### config.mk
export PLATFORM = sky130hd
export DESIGN_NAME = detector_jogada
export DESIGN_NICKNAME = d
export VERILOG_FILES = /design/src/rtl/detector_jogada_pkg.sv /design/src/rtl/sincronizador_2ff.sv /design/src/rtl/detector_jogada.sv
export SDC_FILE = /design/constraint.sdc
export NUM_CORES = 1
export LEC_CHECK = 0
export ABC_AREA = 1
export BUFFER_PORTS_ARGS = -buffer_cell sky130_fd_sc_hd__clkbuf_2
export CAP_MARGIN = 20
export CORE_MARGIN = 2
export CORE_UTILIZATION = 40
export CTS_BUF_LIST = sky130_fd_sc_hd__clkbuf_8 sky130_fd_sc_hd__clkbuf_16
export DETAILED_ROUTE_END_ITERATION = 7
export GPL_ROUTABILITY_DRIVEN = 0
export SYNTH_ARGS = -nofsm -noshare
export SYNTH_HDL_FRONTEND = slang
export SYNTH_HIERARCHICAL = 1
export SYNTH_SLANG_ARGS = --single-unit
### constraint.sdc
create_clock -name clock -period 1.7 [get_ports clock]
set_clock_uncertainty 0.15 [all_clocks]
set_input_delay 0.085 -clock clock [delete_from_list [all_inputs] [get_ports clock]]
set_output_delay 0.085 -clock clock [all_outputs]
set_load 0.02 [all_outputs]
### src/rtl/detector_jogada_pkg.sv
// Shared definitions for the key-press detector: state encodings, key count
// and debounce counter sizing.
package detector_jogada_pkg;

  localparam int unsigned NUM_CHAVES = 4;

  typedef enum logic [2:0] {
    OCIOSO        = 3'd0,
    FILTRANDO     = 3'd1,
    ACEITA        = 3'd2,
    INVALIDA      = 3'd3,
    ESPERA_SOLTAR = 3'd4
  } estado_t;

  // Counter only has to reach DEBOUNCE_CICLOS-1, so 255 fits in 8 bits.
  function automatic int unsigned largura_contador(input int unsigned ciclos);
    if (ciclos <= 1) return 1;
    return $clog2(ciclos);
  endfunction

  function automatic logic um_quente(input logic [NUM_CHAVES-1:0] v);
    return (v != '0) && ((v & (v - 1'b1)) == '0);
  endfunction

endpackage

### src/rtl/sincronizador_2ff.sv
// Two-flop synchronizer for asynchronous inputs, cleared by async active-low reset.
module sincronizador_2ff #(
  parameter int unsigned LARGURA = 1
) (
  input  logic               clock,
  input  logic               reset,
  input  logic [LARGURA-1:0] d,
  output logic [LARGURA-1:0] q
);

  logic [LARGURA-1:0] meta;

  always_ff @(posedge clock or negedge reset) begin
    if (!reset) begin
      meta <= '0;
      q    <= '0;
    end else begin
      meta <= d;
      q    <= meta;
    end
  end

endmodule

### src/rtl/detector_jogada.sv
// Key-press detector: synchronizes chaves, optionally debounces (DETECTOR_DEBOUNCE_EN),
// emits one pulse per press (valid one-hot or invalid multi-key) and waits for release.
module detector_jogada
  import detector_jogada_pkg::*;
#(
  parameter int unsigned DEBOUNCE_CICLOS = 1
) (
  input  logic                  clock,
  input  logic                  reset,
  input  logic                  habilita,
  input  logic [NUM_CHAVES-1:0] chaves,
  output logic                  jogada_feita,
  output logic [NUM_CHAVES-1:0] jogada,
  output logic                  jogada_invalida,
  output logic [2:0]            db_estado
);

  if (DEBOUNCE_CICLOS < 1 || DEBOUNCE_CICLOS > 255) begin : g_param_invalido
    $error("DEBOUNCE_CICLOS must be in 1..255");
  end

  estado_t               estado, estado_next;
  logic [NUM_CHAVES-1:0] s, amostra, amostra_next;

`ifdef DETECTOR_DEBOUNCE_EN
  localparam int unsigned     CW       = largura_contador(DEBOUNCE_CICLOS);
  localparam logic [CW-1:0]   CONT_FIM = CW'(DEBOUNCE_CICLOS - 1);
  logic [CW-1:0] contador, contador_next;
`endif

  sincronizador_2ff #(.LARGURA(NUM_CHAVES)) u_sinc (
    .clock (clock),
    .reset (reset),
    .d     (chaves),
    .q     (s)
  );

  always_comb begin
    estado_next  = estado;
    amostra_next = amostra;
`ifdef DETECTOR_DEBOUNCE_EN
    contador_next = contador;
`endif
    case (estado)
      OCIOSO: begin
        if (habilita && s != '0) begin
          amostra_next = s;
`ifdef DETECTOR_DEBOUNCE_EN
          contador_next = '0;
          estado_next   = FILTRANDO;
`else
          estado_next   = um_quente(s) ? ACEITA : INVALIDA;
`endif
        end
      end
`ifdef DETECTOR_DEBOUNCE_EN
      FILTRANDO: begin
        if (!habilita || s != amostra) begin
          estado_next = OCIOSO;
        end else begin
          contador_next = contador + 1'b1;
          if (contador == CONT_FIM) estado_next = um_quente(amostra) ? ACEITA : INVALIDA;
        end
      end
`endif
      ACEITA:        estado_next = ESPERA_SOLTAR;
      INVALIDA:      estado_next = ESPERA_SOLTAR;
      ESPERA_SOLTAR: if (s == '0) estado_next = OCIOSO;
      default:       estado_next = OCIOSO;
    endcase
  end

  // jogada takes amostra_next so the no-debounce path (capture and accept on
  // the same edge) loads the freshly captured code.
  always_ff @(posedge clock or negedge reset) begin
    if (!reset) begin
      estado  <= OCIOSO;
      amostra <= '0;
      jogada  <= '0;
`ifdef DETECTOR_DEBOUNCE_EN
      contador <= '0;
`endif
    end else begin
      estado  <= estado_next;
      amostra <= amostra_next;
      if (estado_next == ACEITA && estado != ACEITA) jogada <= amostra_next;
`ifdef DETECTOR_DEBOUNCE_EN
      contador <= contador_next;
`endif
    end
  end

  assign jogada_feita    = (estado == ACEITA);
  assign jogada_invalida = (estado == INVALIDA);
  assign db_estado       = estado;

endmodule

==> results of run 1 <==
[cell usage after synthesis]
library cell	count	area (um^2)
nor2_1	3	11.3
nand2_4	3	33.8
nand2_8	1	20.0
nor2_4	2	22.5
inv_4	1	6.26
nand2_2	10	62.6
nand4_1	1	6.26
nand3_1	4	20.0
inv_2	4	15.0
nor2_8	2	40.0
nand2_1	18	67.6
dfrtp_1	19	475
[layer usage]
metal,vias to the layer above,share of wire [%],global-route usage (%)
li1,257,-,-
met1,228,49,16.7
met2,15,44,18.2
met3,4,5.5,4.44
met4,0,2.0,6.49
met5,-,0,0
[through the flow]
| stage | area [um^2] | cells |
|---|---|---|
| global route | 982 | 117 |
| floorplan | 781 | 68 |
| global placement | 887 | 108 |
| detailed placement | 887 | 108 |
| finish | 982 | 117 |
| CTS | 982 | 117 |
[cell families after synthesis]
kind of cell	count (synthesis)	synth area share, %
buffers and inverters	5	2.72
AND/OR/NAND/NOR	44	36.4
flip-flops	19	60.9
[power groups by stage]
stage | Sequential (mW) | Combinational, mW | Clock (mW)
global placement | 0.660 | 0.532 | 0
detailed placement | 0.659 | 0.537 | 0
global route | 0.667 | 0.601 | 0.334
floorplan | 0.742 | 0.311 | 0
CTS | 0.652 | 0.547 | 0.312
finish | 0.652 | 0.536 | 0.302
[sequential cells by signal, indices dropped and copies added, names as in the netlist]
register	count
u_sinc/q	4
db_estado	3
jogada	4
u_sinc/meta	4
amostra	4
[repair_timing]
action                                 in CTS  in global routing
buffers inserted                            0                  0
hold buffers                                5                  0
endpoints found under the hold margin      23                  0
setup endpoints to repair                   0                  0
[layout make-up]
class | instances | share of cell area [%]
Sequential cell | 19 | 48.4
Clock buffer | 3 | 4.20
Tap cell | 25 | 3.18
Clock inverter | 1 | 0.382
Timing Repair Buffer | 20 | 12.7
Multi-Input combinational cell | 44 | 28.9
Inverter | 5 | 2.17
[how the worst max path moves through the flow]
| stage | end | start | slack (ns) | cells past startpoint |
|---|---|---|---|---|
| finish | jogada_invalida | db_estado[2]$_DFF_PN0_ | 0.38 | 4 |
| global route | jogada_invalida | db_estado[2]$_DFF_PN0_ | 0.28 | 4 |
| CTS | jogada[0]$_DFFE_PN0P_ | db_estado[2]$_DFF_PN0_ | 0.36 | 8 |
| detailed placement | jogada[0]$_DFFE_PN0P_ | db_estado[2]$_DFF_PN0_ | 0.38 | 8 |
| global placement | jogada[0]$_DFFE_PN0P_ | db_estado[2]$_DFF_PN0_ | 0.39 | 8 |
| floorplan | jogada[0]$_DFFE_PN0P_ | db_estado[2]$_DFF_PN0_ | 0.36 | 8 |
[worst max-delay path, delay by kind of cell, from the launching register on]
family | cells | cell delay, ns
AND/OR/NAND/NOR | 2 | 0.17
buffers and inverters | 2 | 0.26
flip-flops | 1 | 0.40
[placed cells by master, fill, tap and decap left out]
cell,Yosys,routed
dfrtp_1,19,19
nand2_1,18,18
clkbuf_2,0,15
nand2_2,10,10
dlygate4sd3_1,0,5
inv_2,4,4
nand3_1,4,4
nand2_4,3,3
nor2_1,3,3
clkbuf_8,0,3
nor2_4,2,2
nor2_8,2,2
nand2_8,1,1
nand4_1,1,1
inv_4,1,1
inv_1,0,1
==> impl_metrics.json, run 1 <==
{
  "cts_tree": "built",
  "drc": 0,
  "num_io_pins": 16,
  "path_cells": "inv_2 > nand2_1 > nor2_1 > clkbuf_2",
  "fin_setup_tns_ns": 0,
  "drt_first_pass_iters": 3,
  "reg2reg_slack_ns": 0.38,
  "internal_power_mw": 0.929,
  "drv_cap": 0,
  "switching_power_mw": 0.560,
  "fin_nets": 100,
  "worst_r2r_path_depth": 8,
  "routed_wl_um": 1170,
  "synthesis.area_um2": 781,
  "utilization_pct": 55.1,
  "vias_per_cell": 4.31,
  "seq_area_um2": 475,
  "cp_max_fo": 3,
  "period_share_pct": 77.7,
  "antenna_left": 0,
  "fp.dieH_um": 48.2,
  "start_util_pct": 43.8,
  "tightest_slew_ns": 0.467,
  "p_clk_share_pct": 20.3,
  "power_leakage_nw": 0.521,
  "crit_path_top_delay_cell": "dfrtp_1",
  "clk_path_buf_depth": 2,
  "maxSlewHeadroom_pct": 68.9,
  "clkLatencyLatePin_ns": 0.25,
  "die_w_um": 48.2,
  "end_kind": "output port",
  "drive_above_1_share_pct": 44.6,
  "vdd_drop_max_mv": 0.792,
  "dr_total_vias": 504,
  "critical_path_class": "reg2out",
  "min_period_ns": 1.32,
  "syn_nets": 75,
  "hold_viol_final": 0,
  "comb_power_share_pct": 36.0,
  "dieArea_um2": 2320,
  "start_kind": "register",
  "ys_ff_latch": 19,
  "grt_usage_pct": 12.6,
  "grt_start_max_net_pins": 20,
  "ys_warn_count": 6,
  "setup_violations": 0,
  "ys_types": 12,
  "power_frac_seq_pct": 43.7,
  "cp.arrival_ns": 1.09,
  "cts_resized": 0,
  "synth_seq_area_share_pct": 60.9,
  "syn_inst": 68,
  "required_ns": 1.46,
  "rsz0062_at_grt": "no",
  "hold_path.class": "in2reg",
  "grt_pass1_wl_um": 1930,
  "overflow": 0,
  "htreeDepth": 1,
  "fp-row-count": 15,
  "p_sw_share_pct": 37.6,
  "place_ws_ns": 0.376,
  "wl_per_cell_um": 9.97,
  "dp_hpwl_um": 853,
  "antenna_found_initial": 0,
  "grt_pass1_vias": 451,
  "r2r_end": "jogada[3]$_DFFE_PN0P_",
  "clk_pin_slew_worst_paths_ns": 0.07,
  "antennaDiodeCount": 0,
  "syn_area_per_cell_um2": 11.5,
  "fin_total_pwr_mw": 1.49,
  "multi_input_area_um2": 284,
  "maxSlewViolCount": 0,
  "fill_cells": 158,
  "hold-worst-slack_ns": 0.0974,
  "status": "finished, final reports clean",
  "coreArea_um2": 1780,
  "cts_buffers": 3,
  "cts-root-buf": "clkbuf_8",
  "max_stage_delay_ns": 0.40,
  "fmax_ghz": 0.757,
  "timing.rr.start": "db_estado[2]$_DFF_PN0_",
  "io_buffers": 15,
  "worstHoldStart": "habilita",
  "clock-sinks": 19,
  "power.density_nw_per_um2": 1520,
  "drtIter0Drc": 4,
  "area_delta_synth_final_pct": 25.8,
  "holdPathStages": 5,
  "setup_ws_ns": 0.379,
  "min_to": "db_estado[1]$_DFF_PN0_"
}
No activity file was read; power rests on OpenSTA's default activity.
==> run 2: changes to the inputs <==
- clock period: 1.7 -> 1.4 ns (I/O delays scaled with it)
==> impl_metrics.json, run 2 (synthesis gave the netlist of run 1 again) <==
{
  "fp.dieH_um": 48.2,
  "setup_violations": 0,
  "power_leakage_nw": 0.521,
  "grt_start_max_net_pins": 20,
  "antennaDiodeCount": 0,
  "routed-wl-met2_um": 493,
  "drtIter0Drc": 1,
  "area_delta_synth_final_pct": 25.8,
  "clock-sinks": 19,
  "routed_wl_um": 1140,
  "antenna_found_initial": 0,
  "fin_nets": 100,
  "clk_pin_slew_worst_paths_ns": 0.07,
  "routed-wl-met3_um": 77,
  "fmax_ghz": 0.758,
  "power.density_nw_per_um2": 1850,
  "dieArea_um2": 2320,
  "critical_path_class": "reg2reg",
  "cts_tree": "built",
  "fin_setup_tns_ns": 0,
  "cts_buffers": 3,
  "start_kind": "register",
  "met1_length_um": 538,
  "status": "finished, final reports clean",
  "clkLatencyLatePin_ns": 0.26,
  "fin_cells": 117,
  "final_cell_mix": "dfrtp_1 (19), nand2_1 (18), clkbuf_2 (15)",
  "drt_first_pass_iters": 5,
  "fill_cells": 162,
  "layout_commonest_cell": "dfrtp_1",
  "maxSlewHeadroom_pct": 70.1,
  "place_area_um2": 887,
  "dp_cells": 108,
  "htreeDepth": 1,
  "dr_total_vias": 514,
  "seq_area_um2": 475,
  "end_kind": "register",
  "cp.arrival_ns": 1.32,
  "multi_input_area_um2": 284,
  "place_ws_ns": 0.0905,
  "required_ns": 1.40,
  "grt_pass1_wl_um": 1870,
  "rsz0062_at_grt": "no",
  "holdPathStages": 5,
  "grt_pass1_vias": 457,
  "reg2reg_slack_ns": 0.08,
  "maxSlewViolCount": 0,
  "drv_cap": 0,
  "fp-row-count": 15,
  "utilization_pct": 55.1,
  "drive_above_1_share_pct": 44.6,
  "io_buffers": 15,
  "cts_resized": 0,
  "overflow": 0,
  "drc": 0,
  "antenna_left": 0,
  "vdd_drop_max_mv": 1.04,
  "grt_usage_pct": 12.6,
  "highest_layer": "met4",
  "coreArea_um2": 1780,
  "cp_max_fo": 7,
  "cts-root-buf": "clkbuf_8",
  "wl_per_cell_um": 9.78,
  "clk_path_buf_depth": 2,
  "hold_viol_final": 0,
  "period_share_pct": 94.3,
  "tightest_slew_ns": 0.448,
  "vias_per_cell": 4.39,
  "worst_r2r_path_depth": 8,
  "min_period_ns": 1.32,
  "num_io_pins": 16,
  "dp_hpwl_um": 808,
  "final_area_um2": 982,
  "setup_ws_ns": 0.0803,
  "hold_path.class": "in2reg",
  "start_util_pct": 43.8,
  "die_w_um": 48.2
}
run 2: cell counts in the layout (fill, tap and decap cells not counted):
Identical to the previous run, type by type.
run 2: final cells by class:
type                            instances  share of cell area, %
Tap cell                               25                   3.18
Sequential cell                        19                   48.4
Timing Repair Buffer                   20                   12.7
Clock inverter                          1                  0.382
Clock buffer                            3                   4.20
Multi-Input combinational cell         44                   28.9
Inverter                                5                   2.17
run 2: routing by layer:
metal / vias up / GRT usage, %
met3: 5 / 4.44
met5: - / 0
met4: 0 / 9.73
met1: 228 / 14.3
li1: 260 / -
met2: 21 / 19.2
run 2: critical path, stage by stage, from the launching register on:
cell	delay, ns
dfrtp_1	0.40
inv_2	0.08
nand2_4	0.06
nor2_8	0.16
nand2_8	0.10
inv_4	0.06
nand2_2	0.07
nand2_1	0.06
nand2_1	0.06
run 2: where the power goes:
| group | internal, mW | leakage, nW | switching, mW |
|---|---|---|---|
| sequential | 0.702 | 0.233 | 0.0882 |
| clock | 0.195 | 0.0269 | 0.176 |
| combinational | 0.231 | 0.261 | 0.426 |
run 2: worst paths after layout:
check / from / end
max: db_estado[2]$_DFF_PN0_ / jogada[2]$_DFFE_PN0P_
min: habilita / db_estado[1]$_DFF_PN0_
max reg2reg: db_estado[2]$_DFF_PN0_ / jogada[2]$_DFFE_PN0P_
min reg2reg: u_sinc/meta[0]$_DFF_PN0_ / u_sinc/q[0]$_DFF_PN0_
max in group asynchronous: reset / u_sinc/q[3]$_DFF_PN0_
min in group asynchronous: reset / db_estado[0]$_DFF_PN0_
run 2: timing repair:
action	CTS	global route
buffers inserted	0	0
hold buffers	5	0
endpoints found under the hold margin	23	0
run 2: stage by stage:
stage | power [mW] | hold WS (ns)
after global routing | 1.93 | 0.0825
after detailed placement | 1.45 | -0.108
after CTS | 1.83 | 0.0754
final | 1.82 | 0.0732
after floorplan | 1.28 | -0.376
after global placement | 1.45 | -0.112
==> run 3: changes to the inputs <==
--- a/config.mk
+++ b/config.mk
@@ -15,2 +15,3 @@
 export GPL_ROUTABILITY_DRIVEN = 0
+export HOLD_SLACK_MARGIN = 0.02
 export SYNTH_ARGS = -nofsm -noshare
==> constraint.sdc (replaced) <==
create_clock -name clock -period 1.4 [get_ports clock]
set_clock_uncertainty 0.15 [all_clocks]
set_input_delay 0 -clock clock [delete_from_list [all_inputs] [get_ports clock]]
set_output_delay 0 -clock clock [all_outputs]
set_load 0.02 [all_outputs]
==> impl_metrics.json, run 3 (synthesis gave the netlist of run 1 again) <==
{
  "max_stage_delay_ns": 0.40,
  "dr_total_vias": 518,
  "start_util_pct": 43.8,
  "period_share_pct": 94.2,
  "area_delta_synth_final_pct": 27.1,
  "grt_usage_pct": 12.9,
  "power.density_nw_per_um2": 1840,
  "vdd_drop_max_mv": 1.04,
  "num_io_pins": 16,
  "maxSlewHeadroom_pct": 70.1,
  "antennaDiodeCount": 0,
  "fin_total_pwr_mw": 1.82,
  "grt_pass1_vias": 468,
  "tightest_slew_ns": 0.449,
  "die_w_um": 48.2,
  "vias_per_cell": 4.39,
  "path_cells": "inv_2 > nand2_4 > nor2_8 > nand2_8 > inv_4 > nand2_2 > nand2_1 > nand2_1",
  "rsz0062_at_grt": "no",
  "final_cell_mix": "dfrtp_1 (19), nand2_1 (18), clkbuf_2 (15)",
  "crit_path_frequent_cell": "nand2_1",
  "fin_nets": 101,
  "fp.dieH_um": 48.2,
  "hold_viol_final": 0,
  "wl_per_cell_um": 9.88,
  "clock-sinks": 19,
  "hold_path.class": "in2async",
  "drv_cap": 0,
  "overflow": 0,
  "start_kind": "register",
  "power_leakage_nw": 0.526,
  "fmax_ghz": 0.759,
  "cts_tree": "built",
  "dieArea_um2": 2320,
  "htreeDepth": 1,
  "utilization_pct": 55.6,
  "antenna_left": 0,
  "coreArea_um2": 1780,
  "cts-root-buf": "clkbuf_8",
  "end_kind": "register",
  "crit_path_top_delay_cell": "dfrtp_1",
  "cp_max_fo": 7,
  "fin_setup_tns_ns": 0,
  "drc": 0,
  "clk_pin_slew_worst_paths_ns": 0.07,
  "dp_hpwl_um": 808,
  "maxSlewViolCount": 0,
  "clk_path_buf_depth": 2,
  "grt_pass1_wl_um": 1910,
  "cts_buffers": 3,
  "clkLatencyLatePin_ns": 0.26,
  "drive_above_1_share_pct": 44.1,
  "place_ws_ns": 0.0905,
  "min_period_ns": 1.32,
  "setup_violations": 0,
  "post_cts_buffers": 0,
  "drtIter0Drc": 1,
  "critical_path_class": "reg2reg",
  "routed_wl_um": 1170,
  "setup_ws_ns": 0.0818,
  "cp.arrival_ns": 1.32,
  "fp-row-count": 15,
  "io_buffers": 15,
  "layout_commonest_cell": "dfrtp_1",
  "grt_start_max_net_pins": 20,
  "antenna_found_initial": 0,
  "status": "finished, final reports clean",
  "required_ns": 1.40,
  "fill_cells": 161,
  "drt_first_pass_iters": 4
}
[run 3: path summary, 6_finish.rpt]
check,start,end,slack [ns],cells past startpoint
hold / removal,reset,db_estado[0]$_DFF_PN0_,0.07,2
min in group clock,u_sinc/meta[0]$_DFF_PN0_,u_sinc/q[0]$_DFF_PN0_,0.20,0
setup reg to reg,db_estado[2]$_DFF_PN0_,jogada[2]$_DFFE_PN0P_,0.08,8
hold reg to reg,u_sinc/meta[0]$_DFF_PN0_,u_sinc/q[0]$_DFF_PN0_,0.20,0
max in group asynchronous,reset,u_sinc/q[3]$_DFF_PN0_,0.71,2
setup / recovery,db_estado[2]$_DFF_PN0_,jogada[2]$_DFFE_PN0P_,0.08,8
[run 3: where the power goes]
part | internal, mW | switching, mW | total (mW)
clock | 0.195 | 0.176 | 0.371
combinational | 0.233 | 0.427 | 0.660
sequential | 0.702 | 0.0886 | 0.791
[run 3: through the flow]
stage          hold slack, ns  area [um^2]  cells
6_report               0.0663          992    118
2_1_floorplan          -0.446          781     68
5_1_grt                 0.112          992    118
4_1_cts                0.0969          992    118
3_5_place_dp           -0.178          887    108
3_3_place_gp           -0.182          887    108
[run 3: worst max-delay path, delay by kind of cell (launching register included)]
family | cells | cell delay [ns]
and+or+nand+nor | 6 | 0.51
DFF | 1 | 0.40
buffers and inverters | 2 | 0.14
[run 3: routing by layer]
metal	share of wire (%)	up-vias	track usage, %
li1	-	262	-
met1	47	230	14.3
met2	44	21	20.3
met3	6.1	5	4.44
met4	3.0	0	9.73
met5	0	-	0
[run 3: repair_timing]
action,4_1_cts,5_1_grt
gates resized for setup,0,0
hold buffers,6,0
hold endpoints to repair,28,0
[run 3: layout make-up]
type	instances	area [um^2]	area share, %
sequential	19	475	47.9
multi-input combinational	44	284	28.6
clock buffer	3	41.3	4.16
tap	25	31.3	3.15
clock inverter	1	3.75	0.378
inverter	5	21.3	2.14
timing repair buffer	21	135	13.6
